### config.mk
export PLATFORM = sky130hd
export DESIGN_NAME = mawb_skid_stage
export DESIGN_NICKNAME = d
export VERILOG_FILES = /design/src/rtl/mawb_skid_stage.sv
export SDC_FILE = /design/constraint.sdc
export NUM_CORES = 1
export LEC_CHECK = 0
export BUFFER_PORTS_ARGS = -buffer_cell sky130_fd_sc_hd__buf_2
export CORE_MARGIN = 3
export CORE_UTILIZATION = 30
export CTS_CLUSTER_SIZE = 40
export DETAILED_ROUTE_END_ITERATION = 6
export PLACE_DENSITY_LB_ADDON = 0.08
export SETUP_SLACK_MARGIN = 0.1
export SKIP_CTS_REPAIR_TIMING = 1
export SLEW_MARGIN = 0
export SYNTH_ARGS = -nofsm -noshare
export SYNTH_HDL_FRONTEND = slang
export SYNTH_SLANG_ARGS = --single-unit
### constraint.sdc
create_clock -name clkIn -period 3.6 [get_ports clkIn]
set_input_delay 0.9 -clock clkIn [delete_from_list [all_inputs] [get_ports clkIn]]
set_output_delay 0.9 -clock clkIn [all_outputs]
set_load 0.01 [all_outputs]
### src/rtl/mawb_skid_stage.sv
// rtl/mawb_skid_stage.sv - MA->WB pipeline stage built as a two-entry skid buffer
//
// Ports:
//   clkIn, resetIn      clock (rising edge), asynchronous active-low reset
//   flushIn             synchronous flush; kills held and incoming entries
//   validIn, readyOut   upstream handshake (readyOut is purely registered)
//   ctrSignalsIn, lanesIn, rdIn      incoming payload {ctrl, lanes, rd}
//   validOut, readyIn   downstream handshake
//   ctrSignalsOut       control field, gated to 0 on bubble cycles
//   lanesOut, rdOut     main-register payload, held when the stage drains
//   occOut              entries held (0..2)
//   stallCntOut         saturating count of back-pressure cycles
module mawb_skid_stage #(
    parameter int CTRL_W    = 3,
    parameter int DATA_W    = 32,
    parameter int NUM_LANES = 4,
    parameter int RD_W      = 5,
    parameter int CNT_W     = 16
) (
    input  logic                        clkIn,
    input  logic                        resetIn,
    input  logic                        flushIn,
    input  logic                        validIn,
    output logic                        readyOut,
    input  logic [CTRL_W-1:0]           ctrSignalsIn,
    input  logic [NUM_LANES*DATA_W-1:0] lanesIn,
    input  logic [RD_W-1:0]             rdIn,
    output logic                        validOut,
    input  logic                        readyIn,
    output logic [CTRL_W-1:0]           ctrSignalsOut,
    output logic [NUM_LANES*DATA_W-1:0] lanesOut,
    output logic [RD_W-1:0]             rdOut,
    output logic [1:0]                  occOut,
    output logic [CNT_W-1:0]            stallCntOut
);

    localparam int LANES_W = NUM_LANES * DATA_W;
    localparam int PAY_W   = CTRL_W + LANES_W + RD_W;

    typedef enum logic [1:0] {
        ST_EMPTY = 2'd0,
        ST_BUSY  = 2'd1,
        ST_FULL  = 2'd2
    } state_t;

    state_t             state;
    state_t             state_next;
    logic [PAY_W-1:0]   main_q;
    logic [PAY_W-1:0]   skid_q;
    logic [PAY_W-1:0]   in_pay;
    logic [CNT_W-1:0]   stall_cnt;

    logic               accept;
    logic               deliver;
    logic               load_main_in;
    logic               load_main_skid;
    logic               load_skid_in;

    assign in_pay  = {ctrSignalsIn, lanesIn, rdIn};
    assign accept  = validIn & readyOut;
    assign deliver = validOut & readyIn;

    // State register
    always_ff @(posedge clkIn or negedge resetIn) begin
        if (!resetIn) begin
            state <= ST_EMPTY;
        end else begin
            state <= state_next;
        end
    end

    // Next-state and payload-steering decode; flush overrides everything
    always_comb begin
        state_next     = state;
        load_main_in   = 1'b0;
        load_main_skid = 1'b0;
        load_skid_in   = 1'b0;
        if (flushIn) begin
            state_next = ST_EMPTY;
        end else begin
            case (state)
                ST_EMPTY: begin
                    if (accept) begin
                        state_next   = ST_BUSY;
                        load_main_in = 1'b1;
                    end
                end
                ST_BUSY: begin
                    if (accept && deliver) begin
                        load_main_in = 1'b1;
                    end else if (accept) begin
                        state_next   = ST_FULL;
                        load_skid_in = 1'b1;
                    end else if (deliver) begin
                        state_next = ST_EMPTY;
                    end
                end
                ST_FULL: begin
                    if (deliver) begin
                        state_next     = ST_BUSY;
                        load_main_skid = 1'b1;
                    end
                end
                default: begin
                    state_next = ST_EMPTY;
                end
            endcase
        end
    end

    // Payload registers. The skid copy is left stale after moving to main;
    // it is only ever read while the state says it is occupied.
    always_ff @(posedge clkIn or negedge resetIn) begin
        if (!resetIn) begin
            main_q <= '0;
            skid_q <= '0;
        end else if (flushIn) begin
            main_q <= '0;
            skid_q <= '0;
        end else begin
            if (load_main_in) begin
                main_q <= in_pay;
            end else if (load_main_skid) begin
                main_q <= skid_q;
            end
            if (load_skid_in) begin
                skid_q <= in_pay;
            end
        end
    end

    // Back-pressure counter: survives flush, cleared only by reset
    always_ff @(posedge clkIn or negedge resetIn) begin
        if (!resetIn) begin
            stall_cnt <= '0;
        end else if (validOut && !readyIn && (stall_cnt != {CNT_W{1'b1}})) begin
            stall_cnt <= stall_cnt + 1'b1;
        end
    end

    // Outputs derived from registered state only
    always_comb begin
        readyOut      = (state != ST_FULL);
        validOut      = (state != ST_EMPTY);
        occOut        = state;
        ctrSignalsOut = main_q[PAY_W-1 -: CTRL_W] & {CTRL_W{validOut}};
        lanesOut      = main_q[RD_W +: LANES_W];
        rdOut         = main_q[RD_W-1:0];
        stallCntOut   = stall_cnt;
    end

endmodule

# Word-level counts from Yosys, hierarchy flattened
# Index checks and enable logic that the tools add are counted.
[classes]
addsub = 1
eq_ne = 8
n_mux = 22
bitwise = 3
n_reduce_logical = 9
[ops]
columns = ["cell", "n"]
rows = [
  ["2-to-1 mux 136 bit", 5],
  ["adder 16 x 1 -> 16 bit, second input constant", 1],
  ["!= test 16 bit, second input constant", 1],
  ["2-to-1 mux 2 bit", 6],
  ["2-to-1 mux 1 bit", 9],
  ["!= test 3 bit, second input constant", 3],
  ["one-hot mux 2 bit (3 select lines)", 1],
  ["!= test 4 bit, second input constant", 1],
  ["AND reduction 4 bit", 1],
  ["nonzero test 2 bit", 2],
  ["bitwise AND 3 bit", 1],
  ["logical AND 1 bit", 3],
  ["nonzero test 3 bit", 1],
  ["bitwise AND 1 bit", 2],
  ["== test 2 x 1 -> 1 bit, second input constant", 1],
  ["== test 2 bit, second input constant", 1],
  ["zero test 2 bit", 1],
  ["!= test 2 bit, second input constant", 1],
  ["one-hot mux 1 bit (2 select lines)", 1],
  ["zero test 1 bit", 1],
]
[totals]
ff_bits = 290
output_inout_bits = 156

# Longest topological paths before layout
[logic_depth]
ltp_word = 8
depth_mapped = 7

# Least setup slack after synthesis
# No wires, ideal clock.
[synth_timing]
path_kind = "input -> register"
startpoint = "input validIn"
endpoint = "register main_q[55]"
setup_ns = 0.126
arrival_ns = 1.913
required_ns = 3.474
setup_slack_ns = 1.561
cell_stages = 7
n_path_buf = 3
cell_sequence = "nor2b_2 -> a21oi_1 -> buf_2 -> nand2_4 -> buf_6 -> buf_6 -> a2bb2oi_2"
[synth_between]
elab_chain_len = 7
elab_cells_between_ends = 9
[synth_lines]
columns = ["element", "line", "source"]
rows = [
  ["from (decl)", "23", "input logic validIn,"],
  ["bitwise AND 1 bit *", "60", "assign accept = validIn & readyOut;"],
  ["logical AND 1 bit", "89", "if (accept && deliver) begin"],
  ["2-to-1 mux 1 bit", "89", ""],
  ["one-hot mux 1 bit (2 select lines) *", "81", "case (state)"],
  ["2-to-1 mux 1 bit *", "78", "if (flushIn) begin"],
  ["2-to-1 mux 136 bit", "121", "if (load_main_in) begin"],
  ["2-to-1 mux 136 bit", "117", "end else if (flushIn) begin"],
  ["to (signal assigned)", "122", "main_q <= in_pay;"],
  ["to (signal assigned)", "124", "main_q <= skid_q;"],
  ["to (decl)", "48", "logic [PAY_W-1:0] main_q;"],
]
# Mark *: on every way between the ends. The rest lies on a longest branch, timed or not.
# A chain may end at the register's enable or synchronous reset.

# Final worst setup path
[layout_timing]
startpoint = "register state[1], in the netlist occOut[1]"
endpoint = "output ctrSignalsOut[2]"
[layout_between]
elab_chain_len = 2
[layout_lines]
columns = ["element", "line", "source"]
rows = [
  ["from (decl)", "46", "state_t state;"],
  ["from (signal assigned)", "68", "state <= state_next;"],
  ["nonzero test 2 bit", "144", "validOut = (state != ST_EMPTY);"],
  ["bitwise AND 3 bit", "146", "ctrSignalsOut = main_q[PAY_W-1 -: CTRL_W] & {CTRL_W{validOut}};"],
  ["to (decl)", "30", "output logic [CTRL_W-1:0] ctrSignalsOut,"],
]
# Every way passes these cells.

==> summary.log <==
INFO  pwr            internal_power=6.08mW
INFO  layout         area.growth.synth_to_final=17.5%
INFO  timing         setup_repair_after_global_routing_missed_its_margin=false
INFO  placed_design  buffer_ports.inserted=296
INFO  min_path       worst_hold_path_type=in2async
INFO  die            die_w=214um
INFO  global_routing grt_start_max_net_pins=137
INFO  global_routing grt_usage=16.7%
INFO  job            drv_cap=0
INFO  cts            cts.root.buffer_cell=clkbuf_16
INFO  timing         slew_violations=0
INFO  setup_path     critPathSlowestCell=dfrtp_1
INFO  timing         setup_ws=1.02ns
INFO  detailed_routing dr_total_vias=9278
INFO  yosys          ys_ff_latch=290
INFO  detailed_routing antenna_violating_nets_remaining=0
INFO  cts            cts.clk_slew.worst_paths=0.06ns
INFO  yosys          postSynthNetCount=1276
INFO  setup_path     cell_chain_critical_path=nor2_1 > nor2b_1 > buf_2
INFO  placed_design  gpl.final_weighted_congestion=0.734
INFO  setup_path     cp-end-kind=output port
INFO  layout         drive_gt1_share=32.6%
INFO  timing         worst_slew_margin_rel=51.9%
INFO  timing         fin_setup_tns=0ns
INFO  yosys          synth_area_per_cell=11.5um^2
INFO  setup_path     setup.worst_path.class=reg2out
INFO  die            die_height=214um
INFO  cts            clkLatencyLatePin=0.53ns
INFO  yosys          synth.yosys.warnings=0
INFO  cts            tritoncts=done
INFO  pwr            power.share.clock=41.9%
INFO  outcome        outcome=complete, no violations
INFO  global_routing grt_pass1_wl=61200um
INFO  detailed_routing drcViolationCount=0
INFO  timing         hold_viol=0
INFO  setup_path     setup.worst_path.start_class=register
INFO  pwr            power.density=540nW/um^2
INFO  cts            cts_max_level=2
INFO  die            die-area=46000um^2
INFO  detailed_routing route.final.wire_length=38600um
INFO  pwr            netSwitchingFraction=26.5%
INFO  pwr            max-vdd-ir-drop=249uV
INFO  setup_path     worst_ep_arrival_time=1.68ns
INFO  die            fp.coreArea=42400um^2
INFO  timing         worst-slew-pin-transition=0.721ns
INFO  yosys          seq_area_frac_synth=55.7%
INFO  detailed_routing detail_route.vias_per_cell=4.97
INFO  setup_path     timing.critical_path.required=2.70ns
INFO  timing         finalCritPeriodShare=71.6%
INFO  detailed_routing avgRoutedWirePerCell=20.6um
INFO  cts            tritoncts_num_sinks=290
INFO  setup_path     path_buf_inv=1
INFO  detailed_routing drtPass1Iterations=5
INFO  pwr            combPwrFrac=13.8%
INFO  setup_path     family_with_the_most_delay_on_the_worst_path=simple AND/OR/NAND/NOR gates
INFO  placed_design  hpwl=22300um
INFO  pwr            share_seq_of_total_power=44.3%
INFO  detailed_routing initialDrtViolationCount=697
INFO  global_routing grt_pass1_vias=9764
INFO  cts            number_of_buffers_added_by_the_clock_tree_synthesis_step=35
INFO  setup_path     worst-path-max-fanout=9
INFO  global_routing grt.overflow.total=0
INFO  yosys          yosys.cell_types.count=38
INFO  timing         setup_viol=0
INFO  global_routing grt_antenna_before_repair=6
INFO  layout         layout.nets=1407
INFO  timing         clock_skew=0.00906ns
INFO  pwr            switchingPower=2.19mW
INFO  timing         fmax=0.388GHz
INFO  yosys          syn-cell-area=13000um^2
INFO  die            top_ports=297
INFO  die            rows=75
INFO  pwr            cellLeakagePower=7.40nW
INFO  die            initial_core_util=30.7%
INFO  placed_design  detailedPlace.worstSlack=0.991ns
INFO  yosys          post_synth_inst_count=1134
INFO  cts            deepest_clock_path_buffer_count=3
INFO  setup_path     critical_path.max_stage_delay=0.48ns
INFO  timing         final.min_clock_period=2.58ns
area by class of cell:
type	count	area, um^2
fill	4283	27100
sequential	290	7260
multi-input combinational	619	4400
timing repair buffer	316	1790
clock buffer	56	1100
tap	577	722
clock inverter	6	30.0
inverter	3	11.3
antenna	1	2.50
power groups by stage:
stage	sequential (mW)	clock, mW	combinational (mW)
final	3.66	3.47	1.14
after global routing	3.69	3.74	1.25
after CTS	3.66	3.60	1.17
after detailed placement	3.72	0	1.17
after global placement	3.72	0	1.16
after floorplan	3.68	0	0.832
cell usage in the layout (no fill, tap or decap), drive strengths merged, types with 8 or more instances in the layout:
cell type,instances
dfrtp,290
a2bb2oi,136
a22o,136
clkbuf,56
o21ai,136
nand2,140
a21oi,8
buf,316
state kept, by name (all words and copies together), names as in the netlist:
register / count
stallCntOut: 16
skid_q: 136
main_q: 136
occOut: 2
layer usage:
metal	part of all wire, %	wire length, um	track usage [%]	vias up
met5	0.17	64	0	-
met4	1.8	686	4.48	10
met3	6.4	2470	4.51	49
met2	46	17800	26.1	258
met1	45	17500	22.8	4705
li1	-	-	-	4256
cells in the mapped netlist (all sizes together):
master | number | area, um^2
mux2 | 1 | 11.3
buf | 178 | 1250
nand4 | 7 | 43.8
a31oi | 1 | 6.26
nor4 | 1 | 12.5
o21ai | 136 | 681
and2 | 1 | 6.26
nor3 | 5 | 25.0
xnor2 | 6 | 52.6
mux2i | 2 | 20.0
ha | 1 | 12.5
xor2 | 7 | 61.3
nor2b | 5 | 33.8
o21ba | 1 | 10.0
a2bb2oi | 136 | 1440
nor2 | 5 | 18.8
nand2 | 140 | 533
and4 | 3 | 26.3
a2111oi | 1 | 27.5
o22a | 1 | 8.76
dfrtp | 290 | 7260
clkbuf | 44 | 165
nand2b | 2 | 12.5
a22o | 136 | 1190
o21bai | 1 | 7.51
a21oi | 8 | 47.6
nand3 | 7 | 35.0
and3 | 4 | 25.0
inv | 3 | 11.3
and2b | 1 | 7.51
metrics by stage:
step | std cells | hold slack, ns | area [um^2] | utilization [%] | power [mW]
2_1_floorplan | 1134 | 0.467 | 13000 | - | 4.51
5_1_grt | 1867 | 0.393 | 15300 | 36.1 | 8.68
3_3_place_gp | 1805 | 0.482 | 14200 | 33.4 | 4.88
6_report | 1868 | 0.370 | 15300 | 36.1 | 8.27
4_1_cts | 1867 | 0.386 | 15300 | 36.1 | 8.44
3_5_place_dp | 1805 | 0.485 | 14200 | 33.4 | 4.88
kinds of logic after synthesis:
kind of cell             share of synthesized area, %
AO/OA/AOI/OAI                                    26.2
XOR/XNOR                                        0.873
adder cells (fa/ha/maj)                        0.0960
buffers and inverters                            10.9
flip-flops                                       55.7
multiplexers                                    0.240
AND/OR/NAND/NOR                                  5.98
final timing paths:
check,from,slack (ns),cells after the start,end
setup / recovery,occOut[1],1.02,3,ctrSignalsOut[2]
hold / removal,resetIn,0.37,1,stallCntOut[14]
setup reg to reg,occOut[0],1.60,5,main_q[54]
hold reg to reg,skid_q[3],0.49,1,skid_q[3]
max in group asynchronous,resetIn,2.43,2,main_q[26]
min in group clkIn,skid_q[3],0.49,1,skid_q[3]
Power figures use the tool's default switching activity.
